--- config.mk ---
export PLATFORM = sky130hd
export DESIGN_NAME = rhs_unit_flat
export DESIGN_NICKNAME = d
export VERILOG_FILES = /design/src/rtl/rhs_unit_pkg.sv /design/src/rtl/rhs_unit_if.sv /design/src/rtl/rhs_logic.sv /design/src/rtl/rhs_unit.sv /design/src/flat_wrapper.sv
export SDC_FILE = /design/constraint.sdc
export NUM_CORES = 1
export LEC_CHECK = 0
export CAP_MARGIN = 40
export CORE_AREA = 2 2 59 61
export DETAILED_ROUTE_END_ITERATION = 10
export DIE_AREA = 0 0 61 63
export HOLD_SLACK_MARGIN = 0.1
export PLACE_DENSITY = 0.83
export SYNTH_ARGS = -nofsm -noshare
export SYNTH_HDL_FRONTEND = slang
export SYNTH_SLANG_ARGS = --single-unit
--- constraint.sdc ---
create_clock -name clk -period 1.79 [get_ports clk]
set_input_delay 0.179 -clock clk [delete_from_list [all_inputs] [get_ports clk]]
set_output_delay 0.179 -clock clk [all_outputs]
set_load 0.05 [all_outputs]
--- src/rtl/rhs_unit_pkg.sv ---
// Shared types for the RHS unit: operation modes, FSM states and field widths.
package rhs_unit_pkg;
  localparam int OP_W   = 4;
  localparam int MODE_W = 2;

  typedef enum logic [MODE_W-1:0] {
    LOGIC = 2'd0,
    SHL   = 2'd1,
    SHR   = 2'd2,
    ASR   = 2'd3
  } mode_e;

  typedef enum logic [1:0] {
    IDLE  = 2'd0,
    SHIFT = 2'd1,
    DONE  = 2'd2
  } state_e;
endpackage

--- src/rtl/rhs_unit_if.sv ---
// Request/response bundle between the operand latch, the RHS unit and the result bus.
interface rhs_unit_if #(
  parameter int WIDTH = 8
);
  logic                             in_valid;
  logic                             in_ready;
  logic [rhs_unit_pkg::MODE_W-1:0]  mode;
  logic [rhs_unit_pkg::OP_W-1:0]    operation;
  logic [WIDTH-1:0]                 lhs_in;
  logic [WIDTH-1:0]                 rhs_in;
  logic [WIDTH-1:0]                 out;
  logic                             out_valid;
  logic                             out_ready;
  logic                             zero;
  logic                             carry;

  modport master (
    output in_valid, mode, operation, lhs_in, rhs_in, out_ready,
    input  in_ready, out, out_valid, zero, carry
  );

  modport slave (
    input  in_valid, mode, operation, lhs_in, rhs_in, out_ready,
    output in_ready, out, out_valid, zero, carry
  );
endinterface

--- src/rtl/rhs_logic.sv ---
// Combinational two-input bitwise function: each result bit indexes the 4-bit truth table.
module rhs_logic import rhs_unit_pkg::*; #(
  parameter int WIDTH = 8
) (
  input  logic [OP_W-1:0]  operation,
  input  logic [WIDTH-1:0] a,
  input  logic [WIDTH-1:0] b,
  output logic [WIDTH-1:0] result
);
  always_comb begin
    result = '0;
    for (int i = 0; i < WIDTH; i++) begin
      result[i] = operation[{b[i], a[i]}];
    end
  end
endmodule

--- src/rtl/rhs_unit.sv ---
// Handshaked RHS unit: bitwise LOGIC in one edge, serial shifts at one bit per clock.
// Define RHS_UNIT_ASR_EN to make mode 3 an arithmetic right shift (otherwise logical).
module rhs_unit import rhs_unit_pkg::*; #(
  parameter int WIDTH   = 8,
  parameter int SHIFT_W = $clog2(WIDTH)
) (
  input  logic     clk,
  input  logic     reset,
  rhs_unit_if.slave bus
);
  state_e             state, state_d;
  mode_e              mode_q, mode_d;
  logic [WIDTH-1:0]   work, work_d;
  logic [WIDTH-1:0]   out_q, out_d;
  logic [WIDTH-1:0]   logic_res;
  logic [WIDTH-1:0]   step_val;
  logic [SHIFT_W-1:0] cnt, cnt_d, n_in;
  logic               carry_q, carry_d, step_bit;

  assign n_in = bus.rhs_in[SHIFT_W-1:0];

  rhs_logic #(.WIDTH(WIDTH)) u_logic (
    .operation (bus.operation),
    .a         (bus.lhs_in),
    .b         (bus.rhs_in),
    .result    (logic_res)
  );

`ifdef RHS_UNIT_ASR_EN
  logic signed [WIDTH-1:0] work_s;
  assign work_s = work;
`endif

  // One serial step; the bit leaving the register becomes carry on the final step.
  always_comb begin
    step_val = {1'b0, work[WIDTH-1:1]};
    step_bit = work[0];
    if (mode_q == SHL) begin
      step_val = {work[WIDTH-2:0], 1'b0};
      step_bit = work[WIDTH-1];
    end
`ifdef RHS_UNIT_ASR_EN
    else if (mode_q == ASR) begin
      step_val = work_s >>> 1;
    end
`endif
  end

  always_comb begin
    state_d = state;
    mode_d  = mode_q;
    work_d  = work;
    cnt_d   = cnt;
    out_d   = out_q;
    carry_d = carry_q;
    case (state)
      IDLE: begin
        if (bus.in_valid) begin
          mode_d = mode_e'(bus.mode);
          work_d = bus.lhs_in;
          cnt_d  = n_in;
          if (mode_e'(bus.mode) == LOGIC) begin
            out_d   = logic_res;
            carry_d = 1'b0;
            state_d = DONE;
          end else if (n_in == '0) begin
            out_d   = bus.lhs_in;
            carry_d = 1'b0;
            state_d = DONE;
          end else begin
            state_d = SHIFT;
          end
        end
      end
      SHIFT: begin
        work_d = step_val;
        cnt_d  = cnt - SHIFT_W'(1);
        if (cnt == SHIFT_W'(1)) begin
          out_d   = step_val;
          carry_d = step_bit;
          state_d = DONE;
        end
      end
      DONE: begin
        if (bus.out_ready) state_d = IDLE;
      end
      default: state_d = IDLE;
    endcase
  end

  // out/carry are architecturally visible after reset, so they sit with the control state.
  always_ff @(posedge clk) begin
    if (reset) begin
      state   <= IDLE;
      out_q   <= '0;
      carry_q <= 1'b0;
    end else begin
      state   <= state_d;
      out_q   <= out_d;
      carry_q <= carry_d;
    end
  end

  always_ff @(posedge clk) begin
    mode_q <= mode_d;
    work   <= work_d;
    cnt    <= cnt_d;
  end

  assign bus.in_ready  = (state == IDLE);
  assign bus.out_valid = (state == DONE);
  assign bus.out       = out_q;
  assign bus.carry     = carry_q;
  assign bus.zero      = (out_q == '0);
endmodule

--- src/flat_wrapper.sv ---
// flat-port wrapper written by rule: the top's interface ports become plain ports
module rhs_unit_flat import rhs_unit_pkg::*;
#(
  parameter int WIDTH   = 8,
  parameter int SHIFT_W = $clog2(WIDTH)
)
  (clk, reset, bus_in_valid, bus_mode, bus_operation, bus_lhs_in, bus_rhs_in, bus_out_ready, bus_in_ready, bus_out, bus_out_valid, bus_zero, bus_carry);
  rhs_unit_if #(.WIDTH(WIDTH)) bus_i ();
  input  logic clk;
  input  logic reset;
  input wire logic [$bits(bus_i.in_valid)-1:0] bus_in_valid;
  input wire logic [$bits(bus_i.mode)-1:0] bus_mode;
  input wire logic [$bits(bus_i.operation)-1:0] bus_operation;
  input wire logic [$bits(bus_i.lhs_in)-1:0] bus_lhs_in;
  input wire logic [$bits(bus_i.rhs_in)-1:0] bus_rhs_in;
  input wire logic [$bits(bus_i.out_ready)-1:0] bus_out_ready;
  output wire logic [$bits(bus_i.in_ready)-1:0] bus_in_ready;
  output wire logic [$bits(bus_i.out)-1:0] bus_out;
  output wire logic [$bits(bus_i.out_valid)-1:0] bus_out_valid;
  output wire logic [$bits(bus_i.zero)-1:0] bus_zero;
  output wire logic [$bits(bus_i.carry)-1:0] bus_carry;
  assign bus_i.in_valid = bus_in_valid;
  assign bus_i.mode = bus_mode;
  assign bus_i.operation = bus_operation;
  assign bus_i.lhs_in = bus_lhs_in;
  assign bus_i.rhs_in = bus_rhs_in;
  assign bus_i.out_ready = bus_out_ready;
  assign bus_in_ready = bus_i.in_ready;
  assign bus_out = bus_i.out;
  assign bus_out_valid = bus_i.out_valid;
  assign bus_zero = bus_i.zero;
  assign bus_carry = bus_i.carry;
  rhs_unit #(.WIDTH(WIDTH), .SHIFT_W(SHIFT_W)) u_core (.clk(clk), .reset(reset), .bus(bus_i));
endmodule
# == Word level (Yosys, flattened, before mapping) ==
# Cells that the tools add are included.
# totals
register_bits,24
output_inout_bits,12
wordCells,70
# op_classes
n_addsub,1
order_cmp,8
eq_ne,8
mux,38
n_reduce_logical,9
# op_table
op,n
$mux 8,6
$pmux 8 s2,2
$lt 2x3->1 const B,8
$bmux 1 s2,8
$mux 1,13
$mux 2,5
$logic_not 8->1,1
$pmux 2 s3,1
$pmux 3 s2,1
$eq 2x1->1 const B,2
$logic_not 2->1,2
$ne 2x2->1 const B,2
$reduce_and 2->1,2
$reduce_and 4->1,1
$eq 3x1->1 const B,1
$logic_not 3->1,1
$mux 3,1
$ne 3x1->1 const B,1
$reduce_and 3->1,1
$sub 3x1->3 const B,1
$eq 2x2->1 const B,1
$ne 2x1->1 const B,1
$pmux 1 s2,1
$reduce_bool 2->1,1

# == Longest topological paths before layout ==
# logic_depth
word_depth,5
ltp_mapped,7
ltp_nobuf,6

# == By module ==
# A second synthesis with hierarchy kept.
# unflattened
cells_unflattened,135
hier_area_um2,1541.5
# by_module_without_submodules
mod,n_inst,cells_each,area_each_um2,seq_area_each_um2
rhs_unit,1,127,1361.3,610.6
rhs_logic,1,8,180.2,0.0

# == Worst setup path after synthesis ==
# OpenSTA, ideal clock, no wires.
# synth_path
path_type,register to output
startpoint,register u_core.out_q[6] (netlist: u_core.bus.out[6])
endpoint,output port bus_zero
arrival_ns,1.701
t_required_ns,1.611
setup_slack_ns,-0.090
stages_incl_launch_ff,3
path_buffers,0
cell_sequence,dfxtp_1 or4_1 nor2_1
# synth_via
elab_chain_len,1
# synth_rtl
item,line,rtl
"start, declared",rhs_unit.sv:14,"logic [WIDTH-1:0] out_q, out_d;"
"start signal, assigned",rhs_unit.sv:99,out_q <= out_d;
$logic_not 8->1,rhs_unit.sv:114,assign bus.zero = (out_q == '0);
"end, declared",flat_wrapper.sv:20,output wire logic [$bits(bus_i.zero)-1:0] bus_zero;
# No other way between the ends.

# == Final worst setup path ==
# layout_path
startpoint,register u_core.out_q[4] (netlist: u_core.bus.out[4])
endpoint,output port bus_out[4]
# layout_lines
item,line,rtl
"end, declared",flat_wrapper.sv:18,output wire logic [$bits(bus_i.out)-1:0] bus_out;
# No word-level cell between the ends.

==> results.md <==
- Status: complete, no violations
- Main synth FF type: edfxtp_1
- Mapped Avg Cell Area: ~9.4 um^2
- Die width: 61 um
- Final min period: 1.72 ns
- Antenna Nets Post-Route: 0
- Fin util: 0.623
- All-Layer GR Usage: 0.225
- Fin. max-slew vios: 0
- Setup violators final: 0
- Crit-path leading delay family: buffers and inverters
- Worst-path fanout max: 3
- Clock Latency Late Sink: 0.32 ns
- Grt ovf: 0
- Leakage power: 0.813 nW
- Worst path cell trace: clkdlybuf4s50_1
- RSZ-0062 raised after global routing: false
- PwrDens: 848 mW/mm^2
- Reg2Reg Capture Point: u_core.bus.out[7]
- Worst Setup End Kind: output pin
- Post-route DRC: 0
- Die footprint: 0.00384 mm^2
- Post-Syn Area: 0.00148 mm^2
- WL per Instance: 16.6 um
- Final WS setup: 0.0668 ns
- Share of cells above drive strength 1: 0.112
- Die Height: 63 um
- Peak Freq: just under 600 MHz
- Crit-path max cell delay: 0.82 ns
- Worst-margin pin slew: 0.507 ns
- Post-synthesis net count: 186
- HP Class: reg2reg
- Maximum buffer depth of the clock tree: 2
- Worst Path Required: 1.61 ns
- Cells after Synth: 158
- Skew final: 0.00963 ns
- Distinct cells, synth: 34
- Hold violation count in the final report: 0
- Core Box Area: 0.00323 mm^2
- Period utilization: 0.963
- # IOs: 38
- CP Depth: 1
- Data arrival, critical path: 1.54 ns
- Synth top area share: 0.264
- Row count: 21
- Initial DRC count: 46
- Port buffer count: 37
- Initial Utilization: 0.458
- Routed via count: 1411
- Final Wtd Congestion: 0.868
- Dpl ws: -0.105 ns
- Fillcell total: around 300
- Post-CTS setup buffer count: 0
- Slowest cell on crit path: clkdlybuf4s50_1
- Sequential cell area: about 610 um^2
- Number of diodes: 0
- Post-synth ARST share: 0
- FF-to-FF Start: u_core.state[0]
- Synthesis-to-layout area growth: 36.1%
- Via-to-Cell Ratio: 5.81
- Total chip power: between 1.5 and 2 mW
- Crit start category: register
- Worst-path clk slew: 0.13 ns
- Post-DP HPWL: between 3000 and 4000 um
- Initial antenna violation count: 0
- Maximum VDD drop: between 0.3 and 0.4 mV
- Clock Sinks: 24
- Layout net count: 226
- Worst path buffer plus inverter count: 1
- Largest cells by area after synthesis: edfxtp_1 (26%), dfxtp_1 (15%), mux2i_1 (14%), o21ai_0 (5.1%), nand2_1 (3.3%)
- Cts bufs inserted: 3
- Max-Cap Viols: 0
- EDFF count, synth: 13
- R2R setup slack: 0.21 ns
- Vias in the first global route: around 1400
- Register area share after synthesis: 0.413
- Detailed Routing Iterations Pass 1: 4
- Max_slew headroom: 0.662
- CTS tree: done
- First-pass GRT wire length: 6470 um
- Critical Path Sink: bus_out[4]
- Post-synth top area cell: edfxtp_1
- Largest net degree at the start of global routing: 24
- Final wirelength: approximately 4000 um
- Setup Crit Path Kind: reg2out
- Worst Reg2Reg Path Length in Cells: 5
- Multi-input logic area: ~810 um^2
- Seq cells post-synth: 24
- Critical Path Start: u_core.bus.out[4]
- CTS root buf: clkbuf_4
- CTS H-tree lvls: 1
- Synth warnings: 0
- Setup TNS: 0 ns
layout make-up:
| class | instances | share of cell area |
|---|---|---|
| multi-input cells | 117 | 0.404 |
| flip-flops and latches | 24 | 0.303 |
| repair buffers | 47 | 0.231 |
| well taps | 46 | 0.0286 |
| clock buffers | 4 | 0.0236 |
| inverters | 5 | 0.00932 |
layout by cell type, fill, tap and decap left out, types with 2 or more instances in the layout:
master,synthesis,layout
a211oi_1,2,2
a21oi_1,6,6
a2bb2oi_1,5,5
a311oi_1,2,2
a31oi_1,7,7
buf_12,0,2
buf_4,0,11
clkbuf_4,0,3
clkdlybuf4s50_1,0,33
dfxtp_1,11,11
edfxtp_1,13,13
ha_1,2,2
inv_1,5,5
mux2i_1,21,21
nand2_1,13,13
nand2b_1,4,4
nand3_1,3,3
nor2_1,12,11
nor2b_1,2,2
nor3_1,3,3
o21ai_0,15,15
o21bai_1,5,5
sequential cells by signal, summed over array words and instances (netlist names):
| register | cells |
|---|---|
| u_core.cnt | 3 |
| u_core.work | 8 |
| u_core.bus.out | 8 |
| u_core.bus.carry | 1 |
| u_core.state | 2 |
| u_core.mode_q | 2 |
kinds of logic after synthesis:
family,after synthesis,synth area share
multiplexers,22,0.150
AO/OA/AOI/OAI,47,0.221
AND/OR/NAND/NOR,45,0.149
buffers and inverters,17,0.0448
adder cells (fa/ha/maj),2,0.0169
XOR/XNOR,1,0.00592
flip-flops,24,0.413
metal layers:
layer,GRT usage,vias up,part of all wire
met4,0.0679,0,0.019
met5,0,-,0
met1,0.273,686,0.41
met3,0.0331,11,0.046
met2,0.398,49,0.53
li1,-,665,-
worst min path at each step:
stage,startpoint,to,cells after the start
6_report,u_core.bus.carry,u_core.bus.carry,2
5_1_grt,bus_mode[0],u_core.mode_q[0],1
4_1_cts,u_core.bus.carry,u_core.bus.carry,2
3_5_place_dp,u_core.bus.carry,u_core.bus.carry,2
3_3_place_gp,u_core.bus.carry,u_core.bus.carry,2
2_1_floorplan,reset,u_core.bus.carry,1
synth_stat cells (2+ instances only):
library cell / number
nor2b_1: 2
buf_2: 2
nor2_1: 12
edfxtp_1: 13
a311oi_1: 2
ha_1: 2
o21ai_0: 15
inv_1: 5
mux2i_1: 21
nand3_1: 3
nor3_1: 3
o21bai_1: 5
or4_1: 2
nand2b_1: 4
nand2_1: 13
a2bb2oi_1: 5
dfxtp_1: 11
clkbuf_1: 10
a31oi_1: 7
a211oi_1: 2
a21oi_1: 6
metrics by stage:
step / cells / hold slack, ns / cell area, um^2
final: 243 / 0.485 / 2010
after detailed placement: 239 / 0.467 / 1950
after global routing: 243 / 0.499 / 2010
after CTS: 243 / 0.488 / 2000
after floorplan: 158 / 0.248 / 1480
after global placement: 239 / 0.456 / 1950
power by group:
part	switching, mW	leakage, nW	internal (mW)
sequential	0.0562	0.218	0.666
combinational	0.357	0.568	0.289
clock	0.169	0.0261	0.171
total	0.582	0.813	1.13
what timing repair did:
item,in CTS,in global routing
gates resized for setup,0,3
setup endpoints to repair,0,1
hold buffers,0,0
Power figures use the tool's default switching activity.
